## src/rtl/oam_dma_ctrl_if.sv

```systemverilog
// Bus bundle for the sprite DMA engine: CPU register snoop, work-RAM read
// port, OAM port-1 write port and CPU stall/status.
`timescale 1ns/1ps
interface oam_dma_ctrl_if;
   logic        cpu_ce;
   logic [15:0] cpu_addr;
   logic        cpu_wr;
   logic [7:0]  cpu_dout;
   logic [7:0]  oam_start_addr;
   logic [7:0]  ram_dout;
   logic        ram_sel;
   logic [15:0] ram_addr;
   logic        ram_rd;
   logic [7:0]  oam_addr;
   logic [7:0]  oam_din;
   logic        oam_wren;
   logic        cpu_stall;
   logic        busy;
   logic        done;

   modport slave (
      input  cpu_ce, cpu_addr, cpu_wr, cpu_dout, oam_start_addr, ram_dout,
      output ram_sel, ram_addr, ram_rd, oam_addr, oam_din, oam_wren,
             cpu_stall, busy, done
   );

   modport master (
      output cpu_ce, cpu_addr, cpu_wr, cpu_dout, oam_start_addr, ram_dout,
      input  ram_sel, ram_addr, ram_rd, oam_addr, oam_din, oam_wren,
             cpu_stall, busy, done
   );
endinterface

```

## src/rtl/oam_dma_ctrl.sv

```systemverilog
// Sprite DMA engine for $4014: stalls the CPU and copies one 256-byte RAM page
// into OAM, alternating get (read) and put (write) CPU cycles.
`timescale 1ns/1ps
module oam_dma_ctrl #(
   parameter logic [15:0] DMA_REG_ADDR = 16'h4014,
   parameter int          RAM_LATENCY  = 1
) (
   input  logic           clk,
   input  logic           reset_n,
   oam_dma_ctrl_if.slave  bus
);

   typedef enum logic [2:0] {
      S_IDLE, S_HALT, S_ALIGN, S_READ, S_WRITE, S_DONE
   } state_t;

   typedef struct packed {
      logic [7:0] page;
      logic [7:0] idx;
      logic [7:0] oam_ptr;
   } ctx_t;

   state_t                 state, state_nxt;
   ctx_t                   ctx, ctx_nxt;
   logic [7:0]             data_lat;
   logic                   parity;
   logic [RAM_LATENCY:0]   vld_pipe;
   logic                   trigger;
   logic                   rd_enter;
   logic                   in_busy;
   logic                   in_xfer;

   assign trigger = bus.cpu_ce & bus.cpu_wr & (bus.cpu_addr == DMA_REG_ADDR);

   always_ff @(posedge clk or negedge reset_n) begin
      if (!reset_n) begin
         state    <= S_IDLE;
         ctx      <= '0;
         data_lat <= 8'h00;
         parity   <= 1'b0;
         vld_pipe <= '0;
      end else begin
         state <= state_nxt;
         ctx   <= ctx_nxt;
         if (bus.cpu_ce)
            parity <= ~parity;
         // vld_pipe[k] is high k+1 clks after READ entry; the last tap marks
         // the first edge at which ram_dout reflects {page,idx}.
         vld_pipe[0] <= rd_enter;
         for (int i = 1; i <= RAM_LATENCY; i++)
            vld_pipe[i] <= vld_pipe[i-1];
         if (vld_pipe[RAM_LATENCY])
            data_lat <= bus.ram_dout;
      end
   end

   always_comb begin
      state_nxt = state;
      ctx_nxt   = ctx;
      case (state)
         // DONE already behaves as IDLE for a trigger, so a back-to-back
         // $4014 write on the DONE clk is not lost.
         S_IDLE, S_DONE: begin
            if (trigger) begin
               state_nxt       = S_HALT;
               ctx_nxt.page    = bus.cpu_dout;
               ctx_nxt.idx     = 8'h00;
               ctx_nxt.oam_ptr = bus.oam_start_addr;
            end else begin
               state_nxt = S_IDLE;
            end
         end
         S_HALT: begin
            // Reads must land on get cycles: parity 1 now means 0 next.
            if (bus.cpu_ce)
               state_nxt = parity ? S_READ : S_ALIGN;
         end
         S_ALIGN: begin
            if (bus.cpu_ce)
               state_nxt = S_READ;
         end
         S_READ: begin
            if (bus.cpu_ce)
               state_nxt = S_WRITE;
         end
         S_WRITE: begin
            if (bus.cpu_ce) begin
               ctx_nxt.idx     = ctx.idx + 8'd1;
               ctx_nxt.oam_ptr = ctx.oam_ptr + 8'd1;
               state_nxt       = (ctx.idx == 8'hFF) ? S_DONE : S_READ;
            end
         end
         default: state_nxt = S_IDLE;
      endcase
   end

   assign rd_enter = bus.cpu_ce & (state_nxt == S_READ) & (state != S_READ);

   assign in_busy = (state == S_HALT) | (state == S_ALIGN) |
                    (state == S_READ) | (state == S_WRITE);
   assign in_xfer = (state == S_READ) | (state == S_WRITE);

   assign bus.busy      = in_busy;
   assign bus.cpu_stall = in_busy;
   assign bus.done      = (state == S_DONE);
   assign bus.ram_sel   = in_xfer;
   assign bus.ram_rd    = (state == S_READ);
   assign bus.ram_addr  = in_xfer ? {ctx.page, ctx.idx} : 16'h0000;
   assign bus.oam_addr  = (state == S_WRITE) ? ctx.oam_ptr : 8'h00;
   assign bus.oam_din   = (state == S_WRITE) ? data_lat : 8'h00;
   assign bus.oam_wren  = (state == S_WRITE) & bus.cpu_ce;

endmodule

```

## src/flat_wrapper.sv

```systemverilog
// flat-port wrapper written by rule: the top's interface ports become plain ports
module oam_dma_ctrl_flat 
#(
   parameter logic [15:0] DMA_REG_ADDR = 16'h4014,
   parameter int          RAM_LATENCY  = 1
)
  (clk, reset_n, bus_cpu_ce, bus_cpu_addr, bus_cpu_wr, bus_cpu_dout, bus_oam_start_addr, bus_ram_dout, bus_ram_sel, bus_ram_addr, bus_ram_rd, bus_oam_addr, bus_oam_din, bus_oam_wren, bus_cpu_stall, bus_busy, bus_done);
  oam_dma_ctrl_if bus_i ();
  input  logic clk;
  input  logic reset_n;
  input wire logic [$bits(bus_i.cpu_ce)-1:0] bus_cpu_ce;
  input wire logic [$bits(bus_i.cpu_addr)-1:0] bus_cpu_addr;
  input wire logic [$bits(bus_i.cpu_wr)-1:0] bus_cpu_wr;
  input wire logic [$bits(bus_i.cpu_dout)-1:0] bus_cpu_dout;
  input wire logic [$bits(bus_i.oam_start_addr)-1:0] bus_oam_start_addr;
  input wire logic [$bits(bus_i.ram_dout)-1:0] bus_ram_dout;
  output wire logic [$bits(bus_i.ram_sel)-1:0] bus_ram_sel;
  output wire logic [$bits(bus_i.ram_addr)-1:0] bus_ram_addr;
  output wire logic [$bits(bus_i.ram_rd)-1:0] bus_ram_rd;
  output wire logic [$bits(bus_i.oam_addr)-1:0] bus_oam_addr;
  output wire logic [$bits(bus_i.oam_din)-1:0] bus_oam_din;
  output wire logic [$bits(bus_i.oam_wren)-1:0] bus_oam_wren;
  output wire logic [$bits(bus_i.cpu_stall)-1:0] bus_cpu_stall;
  output wire logic [$bits(bus_i.busy)-1:0] bus_busy;
  output wire logic [$bits(bus_i.done)-1:0] bus_done;
  assign bus_i.cpu_ce = bus_cpu_ce;
  assign bus_i.cpu_addr = bus_cpu_addr;
  assign bus_i.cpu_wr = bus_cpu_wr;
  assign bus_i.cpu_dout = bus_cpu_dout;
  assign bus_i.oam_start_addr = bus_oam_start_addr;
  assign bus_i.ram_dout = bus_ram_dout;
  assign bus_ram_sel = bus_i.ram_sel;
  assign bus_ram_addr = bus_i.ram_addr;
  assign bus_ram_rd = bus_i.ram_rd;
  assign bus_oam_addr = bus_i.oam_addr;
  assign bus_oam_din = bus_i.oam_din;
  assign bus_oam_wren = bus_i.oam_wren;
  assign bus_cpu_stall = bus_i.cpu_stall;
  assign bus_busy = bus_i.busy;
  assign bus_done = bus_i.done;
  oam_dma_ctrl #(.DMA_REG_ADDR(DMA_REG_ADDR), .RAM_LATENCY(RAM_LATENCY)) u_core (.clk(clk), .reset_n(reset_n), .bus(bus_i));
endmodule
```

## config.mk

```make
export PLATFORM = sky130hd
export DESIGN_NAME = oam_dma_ctrl_flat
export DESIGN_NICKNAME = d
export VERILOG_FILES = /design/src/rtl/oam_dma_ctrl_if.sv /design/src/rtl/oam_dma_ctrl.sv /design/src/flat_wrapper.sv
export SDC_FILE = /design/constraint.sdc
export NUM_CORES = 1
export LEC_CHECK = 0
export CORE_MARGIN = 2
export CORE_UTILIZATION = 45
export CTS_CLUSTER_DIAMETER = 100
export CTS_CLUSTER_SIZE = 40
export DETAILED_ROUTE_END_ITERATION = 8
export PLACE_DENSITY = 0.81
export SYNTH_ARGS = -nofsm -noshare
export SYNTH_HDL_FRONTEND = slang
export SYNTH_SLANG_ARGS = --single-unit
```

## constraint.sdc

```tcl
create_clock -name clk -period 2.1 [get_ports clk]
set_input_delay 0.42 -clock clk [delete_from_list [all_inputs] [get_ports clk]]
set_output_delay 0.42 -clock clk [all_outputs]
set_load 0.01 [all_outputs]
```

==> flow_metrics.env <==
export IMPL_wl_per_cell_um=14.5
export IMPL_setup_violations=1
export IMPL_cap_violations=0
export IMPL_drt_iter0_markers=93
export IMPL_clk_pin_slew_ns=0.07
export IMPL_worst_pin_slew_ns=0.475
export IMPL_drt_pass1_iterations=4
export IMPL_crit_type="register to output port"
export IMPL_rows=25
export IMPL_yosysSeqAreaShare_pct=42.7
export IMPL_outcome="complete, but fails checks"
export IMPL_cts_buffer_depth=2
export IMPL_cp_common_cell="buf_6"
export IMPL_dpl_hpwl_um=4080
export IMPL_worstPathRequired_ns=1.68
export IMPL_cts_tree="yes"
export IMPL_maxSlewHeadroom_pct=68.3
export IMPL_cts_root_buf="clkbuf_8"
export IMPL_max_freq_mhz=476
export IMPL_cp_end_kind="output port"
export IMPL_critPathLaunchType="register"
export IMPL_p_switching_uw=888
export IMPL_die_x_um=74.3
export IMPL_crit_family="simple AND/OR/NAND/NOR gates"
export IMPL_worst_slack_ns=-0.000538
export IMPL_critPathMaxStageDelay_ns=0.40
export IMPL_grt_util_all_layers_pct=20.2
export IMPL_path_buf_inv=2
export IMPL_cts_sinks=38
export IMPL_clock_skew_ns=0.00538
export IMPL_yosys_cell_types_count=50
export IMPL_diodes=0
export IMPL_netlist_instances=208
export IMPL_cp_slowest_cell="dfrtp_1"
export IMPL_fin_crit_sh_pct=100
export IMPL_antenna_left=0
export IMPL_grt_overflow_total=0
export IMPL_power_frac_seq_pct=38.5
export IMPL_die_h_um=74.3
export IMPL_area_delta_synth_final_pct=55.1
export IMPL_powerDensity_nw_per_um2=820
export IMPL_drive_gt1_share_pct=39.8
export IMPL_finalMaxSlewViolations=0
export IMPL_post_dp_cell_area_um2=3230
export IMPL_crit_chain="or3b_4 > or2b_4 > buf_6 > and2_4 > buf_6"
export IMPL_reg2reg_slack_ns=0.29
export IMPL_hp_class="primary input to asynchronous set/reset pin"
export IMPL_fp_dieArea_um2=5520
export IMPL_p_comb_share_pct=40.4
export IMPL_p_leak_nw=1.68
export IMPL_fillCellCount=368
export IMPL_grt_start_max_net_pins=39
export IMPL_place_gp_congestion=0.789
export IMPL_vdd_drop_max_mv=0.697
export IMPL_nets=359
export IMPL_io_pin_count=82
export IMPL_hold_viol=0
export IMPL_pwr_share_clk_pct=21.1
export IMPL_core_area_um2=4750
export IMPL_clk_latency_ns=0.29
export IMPL_finalPower_mw=2.83
export IMPL_antenna_found_initial=0
export IMPL_synth_nets=254
export IMPL_synth_seq_cells=38
export IMPL_grt_pass1_vias=1877
export IMPL_fin_crit_ns=2.10
export IMPL_yosysWarningCount=0
export IMPL_cts_max_level=2
export IMPL_grt_pass1_wl_um=8560
export IMPL_fin_area_um2=3450
export IMPL_dr_total_vias=1916
export IMPL_intPower_mw=1.94
export IMPL_cp_max_fo=7
export IMPL_avgSynthCellArea_um2=10.7
export IMPL_cts_buffers=5
export IMPL_violations="setup timing"
export IMPL_io_buffers=81
export IMPL_drc=0
export IMPL_viasPerCell=5.03
export IMPL_rsz0062_at_grt="yes"
export IMPL_netlist_area_um2=2220
export IMPL_crit_arrival_ns=1.68
export IMPL_swShare_pct=31.4
export IMPL_start_util_pct=46.8
export IMPL_wl_um=5530
==> Yosys cell counts (all sizes together) <==
cell / n / area share, %
o21ai: 1 / 0.22
nand4: 5 / 1.4
a22o: 2 / 0.79
nor4bb: 1 / 0.45
xnor2: 2 / 1.1
nor3b: 2 / 0.90
and4b: 1 / 0.62
xor2: 8 / 3.1
nor2: 15 / 3.3
o311a: 1 / 0.45
nor2b: 4 / 1.2
a21o: 2 / 0.67
nand2b: 3 / 0.84
o2111ai: 1 / 0.39
o221ai: 3 / 1.7
dfrtp: 38 / 43
ha: 2 / 1.1
or2b: 1 / 0.34
inv: 5 / 0.84
or3b: 1 / 0.51
o211ai: 3 / 1.0
and3: 5 / 1.4
nor4: 3 / 2.5
clkbuf: 2 / 0.34
buf: 9 / 3.2
mux2: 18 / 9.1
nand3: 4 / 1.1
nand4b: 1 / 1.1
nand2: 17 / 3.0
and2: 31 / 8.7
nand3b: 2 / 0.67
o32a: 1 / 0.45
o31ai: 2 / 0.67
o31a: 2 / 0.79
a32o: 1 / 0.45
a21oi: 8 / 2.3
and4: 1 / 0.39
==> worst reg2reg max path, cell delays in order (launching register included) <==
cell and delay (ns):
dfrtp_1 0.38, buf_4 0.14, buf_4 0.15, nor2b_2 0.16, nand2_2 0.08, inv_2 0.04, buf_4 0.19, a21oi_4 0.21
mux2_2 0.35
==> path summary, 6_finish.rpt <==
path / from / endpoint / cells after the start
worst max-delay path: u_core.state[1]$_DFF_PN0_ / bus_ram_addr[4] / 5
worst min-delay path: reset_n / u_core.data_lat[3]$_DFFE_PN0P_ / 2
worst max register to register: u_core.state[2]$_DFF_PN0_ / u_core.ctx[1]$_DFFE_PN0P_ / 8
worst min register to register: u_core.vld_pipe[0]$_DFF_PN0_ / u_core.vld_pipe[1]$_DFF_PN0_ / 0
max in group asynchronous: reset_n / u_core.parity$_DFFE_PN0P_ / 2
min in group clk: u_core.vld_pipe[0]$_DFF_PN0_ / u_core.vld_pipe[1]$_DFF_PN0_ / 0
==> layout by cell type, fill, tap and decap left out, drive strengths merged, types with 8 or more instances in the layout <==
cell	count
nand2	17
clkbuf	8
buf	59
mux2	18
dfrtp	38
clkdlybuf4s50	42
and2	31
nor2	15
a21oi	8
xor2	8
==> final cells by class <==
cell class                      instances  area [um^2]  area share [%]
Clock inverter                          3         40.0            1.16
Inverter                                5         18.8           0.544
Timing Repair Buffer                  109         1030            29.8
Tap cell                               67         83.8            2.43
Sequential cell                        38          951            27.6
Multi-Input combinational cell        154         1260            36.5
Clock buffer                            5         68.8            1.99
==> state kept, by name, indices dropped and copies added (netlist names) <==
name             cells
u_core.ctx          24
u_core.data_lat      8
u_core.state         3
u_core.vld_pipe      2
u_core.parity        1
==> cells by family (layout without fill, tap and decap cells) <==
family	count (synthesis)	in the layout	synth area share [%]
xor gates and xnor gates	10	10	4.27
AOI/OAI and AO/OA	27	27	9.95
adders and majority gates	2	2	1.12
DFF	38	38	42.7
buffers and inverters	16	122	4.39
and+or+nand+nor	97	97	28.4
muxes	18	18	9.11
==> power groups by stage <==
stage / Clock [mW] / Combinational [mW] / Sequential, mW
global placement: 0 / 1.04 / 1.08
detailed placement: 0 / 1.07 / 1.09
CTS: 0.609 / 1.08 / 1.07
finish: 0.598 / 1.14 / 1.09
global route: 0.646 / 1.26 / 1.12
floorplan: 0 / 0.649 / 1.04
==> stage by stage <==
stage	cells	hold slack [ns]	setup slack (ns)	TNS (ns)	util (%)
6_report	381	0.173	-0.000538	-0.000538	72.6
5_1_grt	381	0.206	-0.0547	-0.757	72.6
3_3_place_gp	369	0.336	-0.0810	-1.95	67.9
4_1_cts	379	0.183	-0.0925	-1.18	69.7
3_5_place_dp	369	0.337	-0.103	-2.54	67.9
2_1_floorplan	208	0.124	0.253	0	-
==> layer usage <==
layer | vias to the layer above | share of wire [%] | GRT usage (%)
met5 | - | 0 | 0
met4 | 0 | 0.31 | 4.37
met3 | 4 | 5.1 | 4.88
met2 | 48 | 54 | 36.2
met1 | 928 | 41 | 24.8
li1 | 936 | - | -
==> what timing repair did <==
| action | 4_1_cts | 5_1_grt |
|---|---|---|
| setup buffers | 2 | 2 |
| resized for setup | 105 | 96 |
| hold buffers | 0 | 0 |
| pin swaps | 0 | 17 |
| setup endpoints to repair | 37 | 33 |
| cloned | 0 | 2 |
Note: power is estimated with default switching activity, not from simulation.
